===== config.mk =====
export PLATFORM = sky130hd
export DESIGN_NAME = barcode_pwm_seq
export DESIGN_NICKNAME = d
export VERILOG_FILES = /design/src/rtl/barcode_pkg.sv /design/src/rtl/barcode_sym_fifo.sv /design/src/rtl/barcode_pwm_seq.sv
export SDC_FILE = /design/constraint.sdc
export NUM_CORES = 1
export LEC_CHECK = 0
export ABC_AREA = 1
export BUFFER_PORTS_ARGS = -buffer_cell sky130_fd_sc_hd__buf_4
export CAP_MARGIN = 10
export CORE_AREA = 2 2 98 100
export DETAILED_ROUTE_END_ITERATION = 10
export DIE_AREA = 0 0 100 102
export PLACE_DENSITY = 0.78
export SYNTH_ARGS = -nofsm -noshare
export SYNTH_HDL_FRONTEND = slang
export SYNTH_SLANG_ARGS = --single-unit

===== constraint.sdc =====
create_clock -name clk -period 3.55 [get_ports clk]
set_clock_uncertainty 0.05 [all_clocks]
set_input_delay 0.1775 -clock clk [delete_from_list [all_inputs] [get_ports clk]]
set_output_delay 0.1775 -clock clk [all_outputs]
set_load 0.05 [all_outputs]

===== src/rtl/barcode_pkg.sv =====
// Shared types and defaults for the barcode LED sequencer and its symbol FIFO.
package barcode_pkg;

  localparam int DEFAULT_WIDTH_W = 12;
  localparam int DEFAULT_DEPTH   = 4;

  typedef enum logic [1:0] {
    IDLE = 2'd0,
    LOAD = 2'd1,
    RUN  = 2'd2
  } state_e;

  typedef struct packed {
    logic                       level;
    logic                       last;
    logic [DEFAULT_WIDTH_W-1:0] width;
  } sym_t;

endpackage


===== src/rtl/barcode_sym_fifo.sv =====
// Symbol FIFO with first-word fall-through head, flush and occupancy count.
// A push is judged against the pre-pop count, so a full FIFO refuses it.
module barcode_sym_fifo
  import barcode_pkg::*;
#(
  parameter int DATA_W = DEFAULT_WIDTH_W + 2,
  parameter int DEPTH  = DEFAULT_DEPTH,
  localparam int PTR_W = $clog2(DEPTH),
  localparam int CNT_W = $clog2(DEPTH + 1)
) (
  input  logic              clk,
  input  logic              rst,
  input  logic              flush_i,
  input  logic              push_i,
  input  logic [DATA_W-1:0] data_i,
  input  logic              pop_i,
  output logic [DATA_W-1:0] head_o,
  output logic [CNT_W-1:0]  count_o
);

  logic [DATA_W-1:0] mem_q [DEPTH];
  logic [PTR_W-1:0]  wr_ptr_q, wr_ptr_d;
  logic [PTR_W-1:0]  rd_ptr_q, rd_ptr_d;
  logic [CNT_W-1:0]  count_q, count_d;
  logic              do_push, do_pop;

  always_comb begin
    do_pop   = pop_i && (count_q != '0) && !flush_i;
    do_push  = push_i && (count_q != CNT_W'(DEPTH)) && !flush_i;
    wr_ptr_d = do_push ? wr_ptr_q + PTR_W'(1) : wr_ptr_q;
    rd_ptr_d = do_pop ? rd_ptr_q + PTR_W'(1) : rd_ptr_q;
    count_d  = count_q + CNT_W'(do_push) - CNT_W'(do_pop);
    if (flush_i) begin
      wr_ptr_d = '0;
      rd_ptr_d = '0;
      count_d  = '0;
    end
  end

  always_ff @(posedge clk or posedge rst) begin
    if (rst) begin
      wr_ptr_q <= '0;
      rd_ptr_q <= '0;
      count_q  <= '0;
    end else begin
      wr_ptr_q <= wr_ptr_d;
      rd_ptr_q <= rd_ptr_d;
      count_q  <= count_d;
    end
  end

  // Storage needs no reset: count_q gates every read.
  always_ff @(posedge clk) begin
    if (do_push) mem_q[wr_ptr_q] <= data_i;
  end

  assign head_o  = mem_q[rd_ptr_q];
  assign count_o = count_q;

endmodule


===== src/rtl/barcode_pwm_seq.sv =====
// Bar/space symbol sequencer driving the barcode LED pad: per-symbol timing via
// a prescaler, optional IR carrier gating, and a per-frame drive-code latch.
module barcode_pwm_seq
  import barcode_pkg::*;
#(
  parameter int WIDTH_W = DEFAULT_WIDTH_W,
  parameter int DEPTH   = DEFAULT_DEPTH,
  parameter int DIV_W   = 8
) (
  input  logic               clk,
  input  logic               rst,
  input  logic               en,
  input  logic [DIV_W-1:0]   prescale,
  input  logic               carrier_en,
  input  logic [DIV_W-1:0]   carrier_div,
  input  logic [3:0]         drv_strength,
  input  logic               sym_valid,
  output logic               sym_ready,
  input  logic               sym_level,
  input  logic [WIDTH_W-1:0] sym_width,
  input  logic               sym_last,
  output logic               barcode_pwm,
  output logic [3:0]         cbit_barcode,
  output logic               busy,
  output logic               frame_done,
  output logic               underrun
);

  localparam int CNT_W = $clog2(DEPTH + 1);

  typedef struct packed {
    logic               level;
    logic               last;
    logic [WIDTH_W-1:0] width;
  } sym_w_t;

  sym_w_t             head, push_sym;
  logic [CNT_W-1:0]   fifo_count;
  logic               fifo_empty, fifo_full, pop, tick;

  state_e             state_q, state_d;
  logic               level_q, level_d, last_q, last_d;
  logic [WIDTH_W-1:0] remaining_q, remaining_d;
  logic [DIV_W-1:0]   presc_q, presc_d, carr_q, carr_d;
  logic               phase_q, phase_d, pwm_q, pwm_d;
  logic [3:0]         cbit_q, cbit_d;
  logic               done_q, done_d, underrun_q, underrun_d;
  logic               from_idle_q, from_idle_d;
  logic               run_q;

  assign fifo_empty = (fifo_count == '0);
  assign fifo_full  = (fifo_count == CNT_W'(DEPTH));
  // run_q keeps ready low while reset is held, independent of en.
  assign sym_ready  = en && run_q && !fifo_full;
  assign push_sym   = '{level: sym_level, last: sym_last, width: sym_width};

  barcode_sym_fifo #(
    .DATA_W($bits(sym_w_t)),
    .DEPTH (DEPTH)
  ) u_fifo (
    .clk    (clk),
    .rst    (rst),
    .flush_i(!en),
    .push_i (sym_valid && sym_ready),
    .data_i (push_sym),
    .pop_i  (pop),
    .head_o (head),
    .count_o(fifo_count)
  );

  always_comb begin
    state_d     = state_q;
    level_d     = level_q;
    last_d      = last_q;
    remaining_d = remaining_q;
    presc_d     = presc_q;
    carr_d      = carr_q;
    phase_d     = phase_q;
    cbit_d      = cbit_q;
    done_d      = 1'b0;
    underrun_d  = underrun_q;
    pop         = 1'b0;
    tick        = (presc_q == prescale);
    from_idle_d = (state_q == IDLE);

    unique case (state_q)
      IDLE: if (!fifo_empty) state_d = LOAD;
      LOAD: begin
        presc_d = '0;
        // Drive code and carrier restart only on the first LOAD of a frame.
        if (from_idle_q) begin
          cbit_d  = drv_strength;
          carr_d  = '0;
          phase_d = 1'b1;
        end
        if (fifo_empty) begin
          underrun_d = 1'b1;
          state_d    = IDLE;
        end else begin
          pop         = 1'b1;
          level_d     = head.level;
          last_d      = head.last;
          remaining_d = head.width;
          if (head.width != '0) begin
            state_d = RUN;
          end else if (head.last) begin
            state_d = IDLE;
            done_d  = 1'b1;
          end
        end
      end
      RUN: begin
        if (carr_q == carrier_div) begin
          carr_d  = '0;
          phase_d = !phase_q;
        end else begin
          carr_d = carr_q + DIV_W'(1);
        end
        if (tick) begin
          presc_d     = '0;
          remaining_d = remaining_q - WIDTH_W'(1);
          if (remaining_q == WIDTH_W'(1)) begin
            if (last_q) begin
              state_d = IDLE;
              done_d  = 1'b1;
            end else if (fifo_empty) begin
              state_d    = IDLE;
              underrun_d = 1'b1;
            end else begin
              pop         = 1'b1;
              level_d     = head.level;
              last_d      = head.last;
              remaining_d = head.width;
              if (head.width == '0) begin
                if (head.last) begin
                  state_d = IDLE;
                  done_d  = 1'b1;
                end else begin
                  state_d = LOAD;
                end
              end
            end
          end
        end else begin
          presc_d = presc_q + DIV_W'(1);
        end
      end
      default: state_d = IDLE;
    endcase

    if (!en) begin
      state_d    = IDLE;
      pop        = 1'b0;
      done_d     = 1'b0;
      underrun_d = 1'b0;
      cbit_d     = cbit_q;
    end

    // LOAD holds the previous level so a skipped symbol only stretches it.
    if (state_d == RUN)       pwm_d = level_d & (carrier_en ? phase_d : 1'b1);
    else if (state_d == LOAD) pwm_d = pwm_q;
    else                      pwm_d = 1'b0;
  end

  always_ff @(posedge clk or posedge rst) begin
    if (rst) begin
      state_q     <= IDLE;
      level_q     <= 1'b0;
      last_q      <= 1'b0;
      remaining_q <= '0;
      presc_q     <= '0;
      carr_q      <= '0;
      phase_q     <= 1'b0;
      pwm_q       <= 1'b0;
      cbit_q      <= '0;
      done_q      <= 1'b0;
      underrun_q  <= 1'b0;
      from_idle_q <= 1'b0;
      run_q       <= 1'b0;
    end else begin
      state_q     <= state_d;
      level_q     <= level_d;
      last_q      <= last_d;
      remaining_q <= remaining_d;
      presc_q     <= presc_d;
      carr_q      <= carr_d;
      phase_q     <= phase_d;
      pwm_q       <= pwm_d;
      cbit_q      <= cbit_d;
      done_q      <= done_d;
      underrun_q  <= underrun_d;
      from_idle_q <= from_idle_d;
      run_q       <= 1'b1;
    end
  end

  assign barcode_pwm  = pwm_q;
  assign cbit_barcode = cbit_q;
  assign busy         = (state_q != IDLE);
  assign frame_done   = done_q;
  assign underrun     = underrun_q;

endmodule

==> impl_metrics.toml, run 1 <==
[status]
status = "finished, violations left"
failed_checks = "hold timing"

[synth]
synthXorXnorAreaFrac_pct = 4.51
synth-compound-area-share_pct = 6.56
synth_cell_types = 33
async_flop_share_pct = 46.7
synthFlopType = "edfxtp_1"
yosys_warnings = 0
synth.net_count = 639
seq_area_frac_synth_pct = 55.4
netlist_instances = 585
synth_top_family_by_area = "simple AND/OR/NAND/NOR gates"
yosys.area_share.simple_pct = 22.5
syn_area_mm2 = 0.00525
synthMuxAreaShare_pct = 1.05
synth-seq-cells = 105
syn_area_per_cell_um2 = 8.97
synth-edff-count = 56
synth_adder_area_share_pct = 3.72

[timing]
hold_viol = 9
fin_crit_sh_pct = 80.2
max_freq_mhz = 351
worst_pin_slew_ps = 1050
tns_ps = 0
whs_ps = -18.8
slew_headroom_pct = 30.3
setup_violations = 0
rsz0062_at_grt = "no"
layout_min_cycle_time_ps = 2850
drv_slew = 0

[power]
ir_drop_mv = 0.309
power_leakage_nw = 2.74
powerDensity_mw_per_mm2 = 483

[setup_path]
crit_start = "remaining_q[2]"
worstReg2RegEnd = "u_fifo.count_o[2]"
cp.arrival_ps = 3100
rr_worst_depth = 14
critPathSlowestCell = "dfrtp_1"
critPathKind = "reg -> reg"
setup.worst_path.end_class = "flip-flop"
path_buf_inv = 3
crit_cells = 14
worstPathRequired_ps = 3800
critical-path-top-delay-family = "simple AND/OR/NAND/NOR gates"
critical_path.cell_chain = "nor2_1 -> nand3_1 -> nor2_1 -> nand2_1 -> inv_1 -> nand2_1 -> a21oi_2 -> ha_1 -> inv_1 -> ha_1 -> inv_1 -> fa_1 -> and3_1 -> nor3_1"
reg2reg_slack_ps = 700
path_common_cell = "inv_1"
path_max_fanout = 5
cp-start-kind = "flip-flop"
endpoint = "u_fifo.count_o[2]"
reg2reg_from = "remaining_q[2]"
slowest_delay_ps = 430

[drt]
vias_per_cell = 5.29
num_vias = 4061
met2_length_mm = 5.37
drc = 0
wl_met1_mm = 4.57
top_layer = "met4"
final_antenna_net_count = 0
detail_route.wl_per_cell_um = 13.9
drt_iter0_drc = 175
drt_first_pass_iters = 5
drt-total-wl_mm = 10.7
routed-wl-met3_um = 547

[place]
post-place-cells = 734
hpwl_mm = 7.26
io_buffers = 47
place_congestion = 0.896

[floorplan]
io_pins = 48
core.rowCount = 35
initial_core_util_pct = 57.6
core_mm2 = 0.00911
die_w_um = 100
dieArea_mm2 = 0.0102
chipHeight_um = 102

[min_path]
min_path_type = "in -> async"

[clock_network]
clockBufferDepth = 2
clkLatencyLatePin_ps = 380
cts_setup_buffers = 0
ctsRootBufferMaster = "clkbuf_8"
clkTransAtPathRegs_ps = 120
cts.sinks = 105
cts_tree = "built"
cts_buffers = 9
htreeDepth = 3

[global_route]
grt_max_degree = 50
grt_pass1_vias = 3911
gr-total-overflow = 0
antenna_found_initial = 0
grt_pass1_wl_mm = 17.8
grt_usage_pct = 22.3

[layout]
nets = 706
diodes = 0
syn_to_final_growth_pct = 16.3
drive_above_1_share_pct = 13.1
final_cells = 768

[job]
cap_violations = 0
[cell families after synthesis]
kind of cell    after synthesis
simple gates                286
mux                           5
other cells                   1
buf+inv                      82
xor+xnor                     27
fa+ha+maj                    15
compound gates               64
flops                       105
[state kept, by name, indices dropped and copies added, names as in the netlist]
| signal | count |
|---|---|
| u_fifo.count_o | 3 |
| last_q | 1 |
| u_fifo.rd_ptr_q | 2 |
| level_q | 1 |
| u_fifo.wr_ptr_q | 2 |
| state_q | 2 |
| barcode_pwm | 1 |
| run_q | 1 |
| carr_q | 8 |
| u_fifo.mem_q | 56 |
| underrun | 1 |
| frame_done | 1 |
| presc_q | 8 |
| cbit_barcode | 4 |
| remaining_q | 12 |
| phase_q | 1 |
| from_idle_q | 1 |
[Yosys cell counts, types with 10 or more instances]
cell,n,share of area [%]
dfrtp_1,49,23
nand2_1,165,12
inv_1,63,4.5
o21ai_0,32,3.1
nand3_1,48,4.6
edfxtp_1,56,32
xnor2_1,14,2.3
nor2_1,54,3.9
a21oi_1,20,1.9
xor2_1,13,2.2
ha_1,14,3.3
buf_2,10,0.95
[worst reg2reg max path, delay by kind of cell, from the launching register on]
kind	cells	cell delay [ps]
AOI/OAI and AO/OA	1	200
adders and majority gates	3	760
buffers and inverters	3	220
DFF	1	430
and+or+nand+nor	7	1100
[layout by cell type, fill, tap and decap left out, types with 2 or more instances in the layout]
cell type      synthesis  layout
a211oi_1               2       2
a21oi_1               20      20
buf_4                  0      54
clkbuf_8               0       9
clkinv_4               0       2
clkinv_8               0       2
dfrtp_1               49      49
dlygate4sd3_1          0      18
edfxtp_1              56      56
ha_1                  14      14
inv_1                 63      62
inv_2                  3       4
inv_8                  0       2
mux2_2                 4       4
nand2_1              165     165
nand3_1               48      48
nand4_1                5       5
nor2_1                54      54
nor2_2                 4       4
nor3_1                 6       6
o21ai_0               32      32
o21ai_1                3       3
o22ai_1                2       2
xnor2_1               14      14
xor2_1                13      13
[report_power, final]
group          switching, mW  total, mW  internal, mW
sequential             0.116       1.53          1.42
clock                  0.464      0.746         0.282
combinational          0.409      0.664         0.256
total                  0.989       2.94          1.96
[metal layers]
layer | GRT usage (%) | up-vias
li1 | - | 2027
met1 | 28.5 | 1877
met2 | 38.7 | 140
met4 | 8.32 | 0
met5 | 0 | -
met3 | 3.83 | 17
[worst min-delay path by stage]
stage | startpoint | endpoint | cells past startpoint
after floorplan | sym_width[0] | u_fifo.mem_q[0][0] | 0
after global placement | sym_width[11] | u_fifo.mem_q[1][11] | 1
after detailed placement | sym_width[1] | u_fifo.mem_q[0][1] | 1
after CTS | en | u_fifo.count_o[0] | 3
after global routing | en | u_fifo.count_o[0] | 3
final | rst | carr_q[2] | 2
[what timing repair did]
item / CTS / global route
resized for setup: 0 / 0
hold endpoints to repair: 60 / 0
hold buffers: 18 / 0
[area by class of cell]
type	count	area (µm²)
clock buffer	9	124
clock inverter	7	81.3
fill	697	3010
inverter	66	248
multi-input combinational	398	2020
sequential	105	2910
tap	111	139
timing repair buffer	72	586
[metrics by stage]
stage / setup WS (ps) / power, mW / hold WS (ps) / util [%] / area [µm²]
after floorplan: 869 / 2.00 / 226 / - / 5250
after global placement: 806 / 2.17 / 327 / 62.8 / 5720
after detailed placement: 714 / 2.20 / 330 / 62.8 / 5720
after CTS: 684 / 2.94 / 4.79 / 67.0 / 6100
after global routing: 350 / 3.10 / 11.5 / 67.0 / 6100
final: 702 / 2.94 / -18.8 / 67.0 / 6100
Power figures use the tool's default switching activity.
==> run 2: changes to the inputs <==
--- a/config.mk
+++ b/config.mk
@@ -5,13 +5,13 @@
 export SDC_FILE = /design/constraint.sdc
 export NUM_CORES = 1
 export LEC_CHECK = 0
-export ABC_AREA = 1
+export ABC_AREA = 0
 export BUFFER_PORTS_ARGS = -buffer_cell sky130_fd_sc_hd__buf_4
 export CAP_MARGIN = 10
-export CORE_AREA = 2 2 98 100
+export CORE_AREA = 2 2 101 103
 export DETAILED_ROUTE_END_ITERATION = 10
-export DIE_AREA = 0 0 100 102
-export PLACE_DENSITY = 0.78
+export DIE_AREA = 0 0 103 105
+export PLACE_DENSITY = 0.76
 export SYNTH_ARGS = -nofsm -noshare
 export SYNTH_HDL_FRONTEND = slang
 export SYNTH_SLANG_ARGS = --single-unit
==> constraint.sdc (replaced) <==
create_clock -name clk -period 2.6 [get_ports clk]
set_clock_uncertainty 0.05 [all_clocks]
set_input_delay 0.13 -clock clk [delete_from_list [all_inputs] [get_ports clk]]
set_output_delay 0.13 -clock clk [all_outputs]
set_load 0.05 [all_outputs]
==> run 2 against run 1 <==
Compared with the run above:
- the run ends with setup timing left
- count of clock-buffer cells in the layout is 1 higher
- synthesized area decreased by 1.6%
- clock power rose by 32%
- synthesized cell count down 27%
- via count down 5.6%
- final area grew 8.2%
- utilization rose by 1.5 points
- cell count down 9.2%
- critical path type unchanged
- largest cell class unchanged
==> impl_metrics.toml, run 2 <==
[status]
status = "finished, violations left"
failed_checks = "setup timing"

[synth]
yosysTopAreaCellShare_pct = 32.6
ys_top_cells_by_area = "edfxtp_1, dfrtp_1, mux4_1, ha_1, mux4_2"
syn_area_per_cell_um2 = 12.0
synth-seq-cells = 105
synth_common_cells = "edfxtp_1, dfrtp_1, nand2_1"
synth.net_count = 483
yosysMostFrequentCell = "edfxtp_1"
synthFlopType = "edfxtp_1"
seq_area_frac_synth_pct = 56.3
synth-edff-count = 56
syn_area_mm2 = 0.00516
async_flop_share_pct = 46.7
yosys.area.top_type = "edfxtp_1"
netlist_instances = 429
yosys_warnings = 0
synth_cell_types = 52

[clock_network]
clockBufferDepth = 2
clkTransAtPathRegs_ps = 110
htreeDepth = 3
clkLatencyLatePin_ps = 390
ctsRootBufferMaster = "clkbuf_8"
cts.sinks = 105
cts_buffers = 9
cts_tree = "built"

[setup_path]
critical_path.cell_chain = "inv_2 -> ha_4 -> nor3b_2 -> and4_1 -> nand2_1 -> o21a_1 -> or3_4 -> inv_2 -> ha_4 -> inv_4 -> ha_4 -> inv_2 -> fa_2 -> xnor2_1 -> and2_1"
critPathSlowestCell = "dfrtp_1"
cp.arrival_ps = 3030
cp-start-kind = "flip-flop"
slowest_delay_ps = 410
critical-path-top-delay-family = "simple AND/OR/NAND/NOR gates"
path_buf_inv = 4
rr_worst_depth = 15
path_max_fanout = 2
critPathKind = "reg -> reg"
reg2reg_from = "remaining_q[1]"
worstPathRequired_ps = 2830
reg2reg_slack_ps = -210
setup.worst_path.end_class = "flip-flop"
worstReg2RegEnd = "u_fifo.count_o[2]"

[power]
ir_drop_mv = 0.496
powerDensity_mw_per_mm2 = 628
power_leakage_nw = 2.63
total_power_mw = 4.15

[timing]
fin_crit_sh_pct = 108
setup_violations = 5
drv_slew = 0
slew_headroom_pct = 64.0
hold_viol = 0
fin_ws_ps = -207
rsz0062_at_grt = "yes"
whs_ps = 32.3
worst_pin_slew_ps = 535
max_freq_mhz = 356
tns_ps = -681
layout_min_cycle_time_ps = 2810

[layout]
mostFrequentLayoutCells = "buf_4, edfxtp_1, dfrtp_1"
diodes = 0
syn_to_final_growth_pct = 27.9
drive_above_1_share_pct = 31.4
largest_reg_flops = 56
regMostFlops = "u_fifo.mem_q"
reg_top3 = "u_fifo.mem_q x56, remaining_q x12"
final_common_cell = "buf_4"
nets = 613
design_area_mm2 = 0.00660

[drt]
drt-total-wl_mm = 11.1
detail_route.wl_per_cell_um = 15.9
drc = 0
final_antenna_net_count = 0
drt_iter0_drc = 206
num_vias = 3834
vias_per_cell = 5.50
drt_first_pass_iters = 5

[floorplan]
chipHeight_um = 105
die_w_um = 103
io_pins = 48
core.rowCount = 36
initial_core_util_pct = 53.5
dieArea_mm2 = 0.0108
core_mm2 = 0.00964

[place]
dp_slack_ps = -280
hpwl_mm = 7.25
place_area_mm2 = 0.00606
io_buffers = 47
place_congestion = 0.957

[min_path]
whs_path_depth = 2
min_to = "u_fifo.count_o[1]"
min_path_type = "in -> reg"
worstHoldStart = "en"

[global_route]
grt_pass1_vias = 3917
gr-total-overflow = 0
grt_max_degree = 33
antenna_found_initial = 0
grt_pass1_wl_mm = 18.0
grt_usage_pct = 21.5

[job]
cap_violations = 0
-- run 2: layer usage --
| metal | GRT usage (%) | part of all wire, % |
|---|---|---|
| met5 | 0 | 0 |
| met3 | 3.68 | 4.2 |
| met4 | 7.61 | 2.4 |
| met2 | 37.1 | 50 |
| met1 | 27.1 | 43 |
-- run 2: worst reg2reg max path: cells and delay by family (launching register included) --
kind,cells,cell delay [ps]
xor gates and xnor gates,1,120
buffers and inverters,4,230
DFF,1,410
and+or+nand+nor,5,920
AOI/OAI and AO/OA,1,200
adders and majority gates,4,750
-- run 2: cell type report --
type                    count  area, µm²
inverters                  18       70.1
fillers                   707       3040
repair buffers            136       1100
clock inverters             6       58.8
well taps                 133        166
flip-flops and latches    105       2910
clock buffers              10        128
multi-input cells         289       2160
-- run 2: worst max-delay path by stage --
stage,endpoint,start,slack (ps),depth (start not counted)
3_5_place_dp,u_fifo.count_o[2],remaining_q[1],-280,15
2_1_floorplan,u_fifo.count_o[2],presc_q[0],-220,14
5_1_grt,u_fifo.count_o[2],remaining_q[1],-280,15
6_report,u_fifo.count_o[2],remaining_q[1],-210,15
4_1_cts,u_fifo.count_o[2],remaining_q[1],-240,15
3_3_place_gp,u_fifo.count_o[2],remaining_q[1],-230,15
-- run 2: power by group --
group | internal [mW] | total (mW) | switching, mW
clock | 0.374 | 0.982 | 0.608
combinational | 0.498 | 1.10 | 0.606
sequential | 1.93 | 2.06 | 0.127
-- run 2: kinds of logic after synthesis --
| family | share of synthesized area [%] |
|---|---|
| compound gates | 10.3 |
| xor+xnor | 3.90 |
| fa+ha+maj | 3.78 |
| buf+inv | 3.03 |
| flops | 56.3 |
| mux | 8.53 |
| other cells | 0.0727 |
| simple gates | 14.1 |
-- run 2: through the flow --
step | cells | utilization, %
after floorplan | 429 | -
after global placement | 648 | 62.9
after detailed placement | 648 | 62.9
after CTS | 695 | 67.8
after global routing | 697 | 68.5
final | 697 | 68.5
-- run 2: timing repair --
action | 4_1_cts | 5_1_grt
buffers inserted | 12 | 5
gates cloned | 0 | 1
hold endpoints to repair | 81 | 0
resized for setup | 9 | 10
hold buffers | 19 | 0
endpoints found under the setup margin | 5 | 7
pin swaps | 9 | 7
